[src/rtl/tx_arbiter_pkg.sv]
// uartUtil: shared arbiter state type and UART timing constants.
package uartUtil;
  typedef enum logic {ARB_IDLE, ARB_WAIT} arbState_t;
  localparam int FRAME_CYCLES = 10;
  localparam int DEFAULT_WATCHDOG_LIMIT = 12;
endpackage

[src/rtl/tx_rr_pick.sv]
// tx_rr_pick: chooses which requester may hand over its next byte.
module tx_rr_pick #(
  parameter int FIXED_PRIORITY = 0
) (
  input  logic v0,
  input  logic v1,
  input  logic lock_valid,
  input  logic lock_id,
  input  logic last_served,
  output logic gnt_valid,
  output logic gnt_id
);
  // A locked requester keeps the grant even while its valid is low.
  always_comb begin
    gnt_valid = lock_valid | v0 | v1;
    gnt_id = lock_valid ? lock_id : (v0 & v1) ? ((FIXED_PRIORITY != 0) ? 1'b0 : ~last_served) : (v1 & ~v0);
  end
endmodule

[src/rtl/tx_arbiter.sv]
// tx_arbiter: merges two byte streams onto one UART transmitter with a
// one-entry pending stage, message locking and a launch-to-done watchdog.
module tx_arbiter import uartUtil::*; #(
  parameter int FIXED_PRIORITY = 0,
  parameter int WATCHDOG_LIMIT = DEFAULT_WATCHDOG_LIMIT
) (
  input  logic       clk,
  input  logic       rstN,
  input  logic       req0Valid,
  input  logic       req1Valid,
  input  logic [7:0] req0Byte,
  input  logic [7:0] req1Byte,
  input  logic       req0Last,
  input  logic       req1Last,
  output logic       req0Ready,
  output logic       req1Ready,
  output logic       send,
  output logic [7:0] byteToLoad,
  input  logic       done,
  output logic       grantId,
  output logic       busy,
  output logic       txTimeout
);
  localparam int WDW = $clog2(WATCHDOG_LIMIT + 1);
  arbState_t state, state_nxt;
  logic pend_valid, pend_id, lock_valid, lock_id, last_served;
  logic [7:0] pend_byte, acc_byte;
  logic [WDW-1:0] wd;
  logic gnt_valid, gnt_id, accept, acc_last, fire;
  tx_rr_pick #(.FIXED_PRIORITY(FIXED_PRIORITY)) u_pick (
    .v0(req0Valid),
    .v1(req1Valid),
    .lock_valid(lock_valid),
    .lock_id(lock_id),
    .last_served(last_served),
    .gnt_valid(gnt_valid),
    .gnt_id(gnt_id)
  );
  // Ready is gated by rstN so nothing is offered while the block is held in reset.
  always_comb begin
    req0Ready = rstN & gnt_valid & ~pend_valid & ~gnt_id;
    req1Ready = rstN & gnt_valid & ~pend_valid & gnt_id;
    accept = gnt_id ? (req1Valid & req1Ready) : (req0Valid & req0Ready);
    acc_byte = gnt_id ? req1Byte : req0Byte;
    acc_last = gnt_id ? req1Last : req0Last;
    send = pend_valid & ((state == ARB_IDLE) | done);
    fire = (state == ARB_WAIT) & ~done & (wd == WDW'(WATCHDOG_LIMIT - 1));
    state_nxt = send ? ARB_WAIT : ((state == ARB_WAIT) & (done | fire)) ? ARB_IDLE : state;
    busy = (state != ARB_IDLE) | pend_valid;
  end
  always_ff @(posedge clk or negedge rstN) begin
    if (!rstN) begin
      state <= ARB_IDLE;
      pend_valid <= 1'b0;
      pend_byte <= 8'h00;
      pend_id <= 1'b0;
      lock_valid <= 1'b0;
      lock_id <= 1'b0;
      last_served <= 1'b1;
      wd <= '0;
      byteToLoad <= 8'h00;
      grantId <= 1'b0;
      txTimeout <= 1'b0;
    end else begin
      state <= state_nxt;
      txTimeout <= fire;
      if (accept) begin
        pend_valid <= 1'b1;
        pend_byte <= acc_byte;
        pend_id <= gnt_id;
        last_served <= gnt_id;
        lock_valid <= ~acc_last;
        lock_id <= gnt_id;
      end else if (send) begin
        pend_valid <= 1'b0;
      end
      if (send) begin
        byteToLoad <= pend_byte;
        grantId <= pend_id;
        wd <= '0;
      end else if ((state == ARB_WAIT) & ~done) begin
        wd <= wd + 1'b1;
      end
    end
  end
endmodule

[config.mk]
export PLATFORM = sky130hd
export DESIGN_NAME = tx_arbiter
export DESIGN_NICKNAME = d
export VERILOG_FILES = /design/src/rtl/tx_arbiter_pkg.sv /design/src/rtl/tx_rr_pick.sv /design/src/rtl/tx_arbiter.sv
export SDC_FILE = /design/constraint.sdc
export NUM_CORES = 1
export LEC_CHECK = 0
export CAP_MARGIN = 10
export CORE_UTILIZATION = 42
export DETAILED_ROUTE_END_ITERATION = 8
export GPL_ROUTABILITY_DRIVEN = 0
export PLACE_DENSITY = 0.78
export SYNTH_ARGS = -nofsm -noshare
export SYNTH_HDL_FRONTEND = slang
export SYNTH_HIERARCHICAL = 1
export SYNTH_SLANG_ARGS = --single-unit
[constraint.sdc]
create_clock -name clk -period 1.6 [get_ports clk]
set_input_delay 0.4 -clock clk [delete_from_list [all_inputs] [get_ports clk]]
set_output_delay 0.4 -clock clk [all_outputs]
set_load 0.02 [all_outputs]
# == Word level (Yosys, flattened, before mapping) ==
# Index checks and enable logic that the tools add are counted.
# word_totals
out_inout_bits,14
in_bits,23
wordCells,50
ff_bits,27
# classes
add_sub_neg,1
muxes,11
n_eq_ne,1
reduce_logical,3
bitwise_logic,24
# ops
operator,count
$and A1 B1 Y1,12
$mux W1,8
$mux W4,2
$mux W8,1
$not A1 Y1,7
$reduce_bool A2 Y1,3
$or A1 B1 Y1,5
$add A4 B1 Y4 const B,1
$eq A4 B4 Y1 const B,1

# == Longest topological paths before layout ==
# Gate-level depths: netlist (run 1).
# logic_depth
ltp_word,9
mapped_depth,6
depth_no_buf,5

# == Hierarchy ==
# Netlist (run 1), hierarchy kept.
# by_module_without_submodules
module,cells_per_inst,instances,area_per_inst_um2,seq_area_each_um2
tx_arbiter,91,1,1315.0,676.9
tx_rr_pick,4,1,25.0,0.0

# == Worst setup path after synthesis (run 1) ==
# No wires, ideal clock.
# synth_timing
kind,input -> register
startpoint,in req1Valid
endpoint,reg pend_byte[2]
required_time_ps,1475
setup_ps,125
stages,6
slack_ps,-78
n_path_buf,2
arrival_time_ps,1553
cell_sequence,a21bo_2 > o21ai_1 > buf_6 > buf_6 > mux2_4 > mux2_4
# synth_via
elab_chain_len,7
# synth_rtl
item,line_no,text
from (decl),tx_arbiter.sv:10,"input logic req1Valid,"
$and A1 B1 Y1,tx_rr_pick.sv:16,gnt_id = lock_valid ? lock_id : (v0 & v1) ? ((FIXED_PRIORITY != 0) ? 1'b0 : ~last_served) : (v1 & ~v0);
$mux W1 (*) (2 in series),tx_rr_pick.sv:16,
net gnt_id,tx_arbiter.sv:29,"logic gnt_valid, gnt_id, accept, acc_last, fire;"
$not A1 Y1,tx_arbiter.sv:41,req0Ready = rstN & gnt_valid & ~pend_valid & ~gnt_id;
$and A1 B1 Y1,tx_arbiter.sv:41,
$and A1 B1 Y1,tx_arbiter.sv:43,accept = gnt_id ? (req1Valid & req1Ready) : (req0Valid & req0Ready);
$mux W1,tx_arbiter.sv:43,
to (signal assigned),tx_arbiter.sv:69,pend_byte <= acc_byte;
to (decl),tx_arbiter.sv:27,"logic [7:0] pend_byte, acc_byte;"
# Mark *: on every way through the listed nets, which the timed path passes. The rest lies on a longest branch.
# A chain may end at the register's enable or synchronous reset.

# == Worst setup path after layout (run 1) ==
# layout_timing
startpoint,reg lock_valid
endpoint,out req1Ready
# layout_via
elab_chain_len,5
# layout_rtl
item,line_no,text
from (decl),tx_arbiter.sv:26,"logic pend_valid, pend_id, lock_valid, lock_id, last_served;"
from (signal assigned),tx_arbiter.sv:72,lock_valid <= ~acc_last;
$or A1 B1 Y1 (2 in series),tx_rr_pick.sv:15,gnt_valid = lock_valid | v0 | v1;
net gnt_valid,tx_arbiter.sv:29,
$and A1 B1 Y1 (3 in series),tx_arbiter.sv:42,req1Ready = rstN & gnt_valid & ~pend_valid & gnt_id;
to (decl),tx_arbiter.sv:16,"output logic req1Ready,"
# The timed path passes the listed nets, and every way through them passes these cells.

==> results of run 1 <==
layout make-up:
cell class	count	area (sq um)
Clock buffer	4	26.3
Fill cell	237	1010
Inverter	1	3.75
Multi-Input combinational cell	65	688
Sequential cell	27	677
Tap cell	44	55.1
Timing Repair Buffer	62	566
cell usage after synthesis (2+ instances only):
library cell	number	area (sq um)
dfrtp_1	26	651
mux2_4	14	210
mux2_2	13	146
a21oi_1	5	25.0
nor2_1	5	18.8
nand2_1	3	11.3
nand3b_1	3	22.5
buf_6	2	22.5
xor2_1	2	17.5
critical path: cells and delay by family, from the launching register on:
| kind | cells | cell delay [ns] |
|---|---|---|
| buf+inv | 1 | 0.12 |
| simple gates | 3 | 0.71 |
| flops | 1 | 0.42 |
what timing repair did:
action / in CTS / in global routing
gates resized for setup: 48 / 4
setup buffers: 8 / 3
setup endpoints to repair: 24 / 14
pin swaps: 7 / 3
hold buffers: 0 / 0
gates cloned: 1 / 0
registers in the layout, indices dropped and copies added (netlist names):
| signal | count |
|---|---|
| lock_valid | 1 |
| grantId | 1 |
| state | 1 |
| byteToLoad | 8 |
| pend_byte | 8 |
| pend_valid | 1 |
| wd | 4 |
| pend_id | 1 |
| last_served | 1 |
| txTimeout | 1 |
power groups by stage:
stage               sequential [W]  combinational (W)  clock [W]
floorplan                  0.00126           0.000825          0
global placement           0.00113            0.00147          0
detailed placement         0.00116            0.00150          0
CTS                        0.00114            0.00159   0.000297
global route               0.00118            0.00173   0.000331
finish                     0.00114            0.00162   0.000287
placed cells by master, fill, tap and decap left out, types with 2 or more instances in the layout:
cell / instances
clkdlybuf4s50_1: 19
mux2_4: 14
nor2_1: 4
xor2_1: 2
nand3b_1: 3
buf_6: 9
buf_4: 21
mux2_2: 13
nand2_1: 2
clkbuf_4: 3
dlygate4sd2_1: 12
a21oi_1: 5
dfrtp_1: 26
path summary, 6_finish.rpt:
path                                           startpoint                   endpoint  slack (ns)  cells past startpoint
worst max-delay path               lock_valid$_DFFE_PN0P_                  req1Ready       -0.37                      4
worst min-delay path                                 rstN        pend_id$_DFFE_PN0P_        0.42                      2
worst max register to register    last_served$_DFFE_PN1P_   pend_byte[3]$_DFFE_PN0P_       -0.23                      7
worst min register to register  byteToLoad[6]$_DFFE_PN0P_  byteToLoad[6]$_DFFE_PN0P_        0.52                      1
max in group asynchronous                            rstN          wd[0]$_DFFE_PN0P_        0.85                      2
min in group clk                byteToLoad[6]$_DFFE_PN0P_  byteToLoad[6]$_DFFE_PN0P_        0.52                      1
cell families after synthesis:
family / count (synthesis) / synth area share
buf+inv: 4 / 0.0233
flops: 27 / 0.505
mux: 29 / 0.290
simple gates: 23 / 0.120
compound gates: 9 / 0.0392
xor+xnor: 2 / 0.0131
fa+ha+maj: 1 / 0.00934
stage by stage:
stage	cells	util	hold slack (ns)	area [sq um]	setup TNS [ns]
CTS	201	0.658	0.407	1990	-3.11
floorplan	95	-	0.104	1360	-0.408
global placement	188	0.617	0.485	1870	-10.55
global route	203	0.666	0.401	2020	-3.43
finish	203	0.666	0.424	2020	-2.71
detailed placement	188	0.617	0.487	1870	-11.46
routing by layer:
layer  vias to the layer above  wire length (microns)  track usage
met1                       491                   1180        0.219
met2                        32                   1480        0.348
met3                         9                    139       0.0264
met4                         0                     85       0.0986
li1                        468                      -            -
met5                         -                      0            0
==> metrics.md, run 1 <==
| Metric | Value |
|---|---|
| Status | `complete, but fails checks` |
| Violated checks | `setup timing` |
| Mapped Avg Cell Area | `14.1 sq um` |
| Clk pin slew, worst setup/hold paths | `0.14 ns` |
| Mapped Area | `1340 sq um` |
| Ant diodes | `0` |
| Initial core utilization | `0.443` |
| Comb pwr share | `0.532` |
| CP required | `1.20 ns` |
| IO Port Bufs | `36` |
| Via count | `1000` |
| Slowest cell on the critical path | `dfrtp_1` |
| Initial antenna violation count | `0` |
| Drc violations | `0` |
| Row cnt | `20` |
| Critical Path Start Type | `flop` |
| Worst path cell trace | `or3_4, and3b_1, and2_4, buf_6` |
| VDD IR max | `0.819 mV` |
| Largest net degree at the start of global routing | `25` |
| Final worst setup slack | `-0.368 ns` |
| Post-synth ARST share | `1.00` |
| Worst Tran Pin Value | `0.303 ns` |
| Synth unique cells | `31` |
| Int Power | `0.00201 W` |
| WP data arrival | `1.57 ns` |
| Tot GR Track Use | `0.192` |
| Post-synth EDFFs | `0` |
| CTS tree | `built` |
| Clock root cell | `clkbuf_4` |
| Gr ovfl total | `0` |
| Clock sinks | `27` |
| P&R area growth vs syn | `50.4%` |
| First-pass GRT wire length | `4810 microns` |
| Total Power | `0.00304 W` |
| Max Root-Sink Buffers | `2` |
| Final ANT Viol Nets | `0` |
| Rel. slew slack | `0.794` |
| Crit end category | `output port` |
| Drt total wl | `2890 microns` |
| # setup viols final | `12` |
| IO Pins | `37` |
| Die area | `3420 sq um` |
| CP Max Fanout | `2` |
| Syn nets | `119` |
| TritonCTS buffer count | `3` |
| Seq/Total Area, Yosys | `0.505` |
| Vias per inst | `4.93` |
| P_sw | `0.00103 W` |
| Max-Cap Viols | `0` |
| Die Ht | `58.5 microns` |
| Vias in the first global route | `1073` |
| Max-slew violation count | `0` |
| Power Density | `1510 nW/um^2` |
| RSZ-0062 raised after global routing | `yes` |
| Clock Latency Late Sink | `0.32 ns` |
| Core area | `3030 sq um` |
| Tcrit/Tclk final | `1.23` |
| Switching share of power | `0.339` |
| Clock Skew | `0.00665 ns` |
| Layout cells sized above 1 | `0.478` |
| #FFs+latches synth | `27` |
| Reg power frac | `0.374` |
| Worst Setup Path Type | `reg2out` |
| Pre-CTS setup slack | `-0.966 ns` |
| DR pass1 iterations | `4` |
| Top FF cell, synth | `dfrtp_1` |
| Clock Power Share | `0.094` |
| H-tree depth | `1` |
| Tmin final | `1.97 ns` |
| Die width | `58.5 microns` |
| Warnings from Yosys | `6` |
| HP Class | `in2async` |
| Final HPWL from detailed placement | `2060 microns` |
| Final Hold Vio Count | `0` |
| DRT iter0 DRCs | `17` |
| Layout Nets | `184` |
| Leakage | `0.957 nW` |
| Slowest stage delay, CP | `0.42 ns` |
| Fmax | `508 MHz` |
| Gate Count Post-Synth | `95` |
| Wirelength per Cell | `14.2 microns` |
Note: power is estimated with default switching activity, not from simulation.
==> inputs of run 2 (changes only) <==
--- a/config.mk
+++ b/config.mk
@@ -6,10 +6,11 @@
 export NUM_CORES = 1
 export LEC_CHECK = 0
 export CAP_MARGIN = 10
-export CORE_UTILIZATION = 42
+export CORE_UTILIZATION = 44
+export CTS_BUF_LIST = sky130_fd_sc_hd__clkbuf_4
 export DETAILED_ROUTE_END_ITERATION = 8
 export GPL_ROUTABILITY_DRIVEN = 0
-export PLACE_DENSITY = 0.78
+export PLACE_DENSITY = 0.81
 export SYNTH_ARGS = -nofsm -noshare
 export SYNTH_HDL_FRONTEND = slang
 export SYNTH_HIERARCHICAL = 1
==> run 2 against run 1 <==
Compared with the run above:
- the flow finishes with violations (DRC, setup timing)
- worst setup slack gained 0.0089 ns
- design area increased by 1.9%
- sequential cell count unchanged
- sequential share of layout area down 0.55 points
- clock-buffer cell count down 1
- first-iteration DRC count rose by 59%
- die area is 4.4% lower
- non-clock buffer count up 2
- power up 4.1%
- critical endpoint unchanged
- largest cell class unchanged
==> metrics.md, run 2 (synthesis results as in run 1) <==
| Metric | Value |
|---|---|
| Initial antenna violation count | `0 (unchanged)` |
| H-tree depth | `1 (unchanged)` |
| Clk pin slew, worst setup/hold paths | `0.15 ns (about the same)` |
| CTS tree | `built` |
| Fillers | `187 (-21%)` |
| Hold_buf cts | `0 (unchanged)` |
| TritonCTS buffer count | `3 (unchanged)` |
| Leakage | `0.978 nW (+2.2%)` |
| Final ANT Viol Nets | `0 (unchanged)` |
| Drc violations | `4 (+4)` |
| Die width | `57.2 microns (-2.2%)` |
| Core area | `2830 sq um (-6.6%)` |
| Worst path cell trace | `or3_4, and3b_1, and2_4, buf_6` |
| Clock root cell | `clkbuf_4` |
| Vias per inst | `5.11 (+3.7%)` |
| IO Port Bufs | `36 (unchanged)` |
| VDD IR max | `0.709 mV (-13%)` |
| Row cnt | `19 (-5.0%)` |
| CP Max Fanout | `2 (unchanged)` |
| Crit end category | `output port` |
| Wirelength per Cell | `16.0 microns (+12%)` |
| Die Ht | `57.2 microns (-2.2%)` |
| Clock Skew | `0.00180 ns (-0.00485 ns)` |
| Largest net degree at the start of global routing | `24 (-4.0%)` |
| Ant diodes | `0 (unchanged)` |
| Rel. slew slack | `0.766 (-0.0276)` |
| Vias in the first global route | `1073 (unchanged)` |
| Layout cells sized above 1 | `0.497 (+0.0189)` |
| Layout Nets | `186 (+1.1%)` |
| Via count | `981 (-1.9%)` |
| Worst Tran Pin Value | `0.350 ns (+0.0472 ns)` |
| Die area | `3270 sq um (-4.4%)` |
| Worst Setup Path Type | `reg2out` |
| P&R area growth vs syn | `53.2%` |
| Most common cell after layout, fill and taps aside | `dfrtp_1` |
| Slowest cell on the critical path | `dfrtp_1` |
| Drt total wl | `3070 microns (+6.2%)` |
| Fmax | `510 MHz (+0.45%)` |
| Final std cells w/o fill | `192 (-5.4%)` |
| Reg area | `678 sq um (+0.18%)` |
| Max-slew violation count | `0 (unchanged)` |
| # setup viols final | `13 (+1)` |
| Worst path buffer plus inverter count | `1 (unchanged)` |
| Multi-input gate area | `702 sq um (+2.0%)` |
| Max-Cap Viols | `0 (unchanged)` |
| Violated checks | `DRC, setup timing` |
| First-pass GRT wire length | `5040 microns (+4.9%)` |
| Final Util | `0.726 (+0.0601)` |
| Max Root-Sink Buffers | `2 (unchanged)` |
| Cell family with most CP delay | `simple AND/OR/NAND/NOR gates` |
| Tmin final | `1.96 ns (-0.00885 ns)` |
| Critical Path Start Type | `flop` |
| # placed instances | `180 (-4.3%)` |
| Biggest regs | `byteToLoad: 8 flops, pend_byte: 8 flops, wd: 4 flops` |
| Final Hold Vio Count | `0 (unchanged)` |
| Setup TNS | `-2.52 ns (+0.188 ns)` |
| Final worst setup slack | `-0.359 ns (+0.00885 ns)` |
| Power Density | `1540 nW/um^2 (+2.2%)` |
| Clock sinks | `27 (unchanged)` |
| Initial core utilization | `0.474 (+0.0311)` |
| WP data arrival | `1.56 ns (about the same)` |
| Tcrit/Tclk final | `1.22 (-0.00553)` |
| Final HPWL from detailed placement | `2050 microns (-0.51%)` |
| IO Pins | `37 (unchanged)` |
| DR pass1 iterations | `6 (+2)` |
| Status | `complete, but fails checks` |
| Slowest stage delay, CP | `0.43 ns (about the same)` |
| DRT iter0 DRCs | `27 (+10)` |
| Tot GR Track Use | `0.213 (+0.0208)` |
| Total Power | `0.00317 W (+4.1%)` |
| HP Class | `in2async` |
| Clock Latency Late Sink | `0.33 ns (about the same)` |
| Most frequent cells in the layout | `dfrtp_1 (25), buf_4 (22), clkdlybuf4s50_1 (19), mux2_4 (14), mux2_2 (13)` |
| Gr ovfl total | `0 (unchanged)` |
| RSZ-0062 raised after global routing | `yes` |
| CP required | `1.20 ns (about the same)` |
-- run 2: layer usage --
| metal | share of wire | wire length [microns] | global-route usage |
|---|---|---|---|
| met1 | 0.42 | 1300 | 0.261 |
| met3 | 0.031 | 95 | 0.0363 |
| met5 | 0 | 0 | 0 |
| met4 | 0.021 | 63 | 0.108 |
| met2 | 0.53 | 1610 | 0.361 |
-- run 2: report_power, final --
| part | internal, W | switching (W) | leakage (nW) |
|---|---|---|---|
| Combinational | 0.000993 | 0.000706 | 0.633 |
| Clock | 0.0000959 | 0.000217 | 0.0139 |
| Sequential | 0.000973 | 0.000184 | 0.331 |
| Total | 0.00206 | 0.00111 | 0.978 |
-- run 2: per-stage QoR --
stage / hold slack [ns] / cell area (sq um) / setup WS (ns)
floorplan: 0.104 / 1360 / -0.0461
global placement: 0.488 / 1890 / -0.898
detailed placement: 0.491 / 1890 / -0.930
CTS: 0.494 / 2020 / -0.399
global route: 0.504 / 2050 / -0.417
finish: 0.486 / 2050 / -0.359
-- run 2: area by class of cell --
class | instances | area share
Tap cell | 31 | 0.0189
Timing Repair Buffer | 64 | 0.293
Multi-Input combinational cell | 65 | 0.342
Sequential cell | 27 | 0.330
Clock buffer | 3 | 0.0110
Clock inverter | 1 | 0.00366
Inverter | 1 | 0.00183
-- run 2: worst paths after layout --
kind / startpoint / to / slack, ns / cells past startpoint
setup / recovery: lock_valid$_DFFE_PN0P_ / req1Ready / -0.36 / 4
hold / removal: rstN / pend_byte[0]$_DFFE_PN0P_ / 0.49 / 2
setup reg to reg: lock_valid$_DFFE_PN0P_ / pend_byte[2]$_DFFE_PN0P_ / -0.21 / 6
hold reg to reg: byteToLoad[2]$_DFFE_PN0P_ / byteToLoad[2]$_DFFE_PN0P_ / 0.52 / 1
max in group asynchronous: rstN / pend_valid$_DFFE_PN0P_ / 0.88 / 2
min in group clk: byteToLoad[2]$_DFFE_PN0P_ / byteToLoad[2]$_DFFE_PN0P_ / 0.52 / 1
-- run 2: repair_timing --
action / in CTS / in global routing
gates resized for setup: 51 / 5
pin swaps: 6 / 5
buffers inserted: 6 / 4
setup endpoints to repair: 24 / 15
gates cloned: 1 / 0
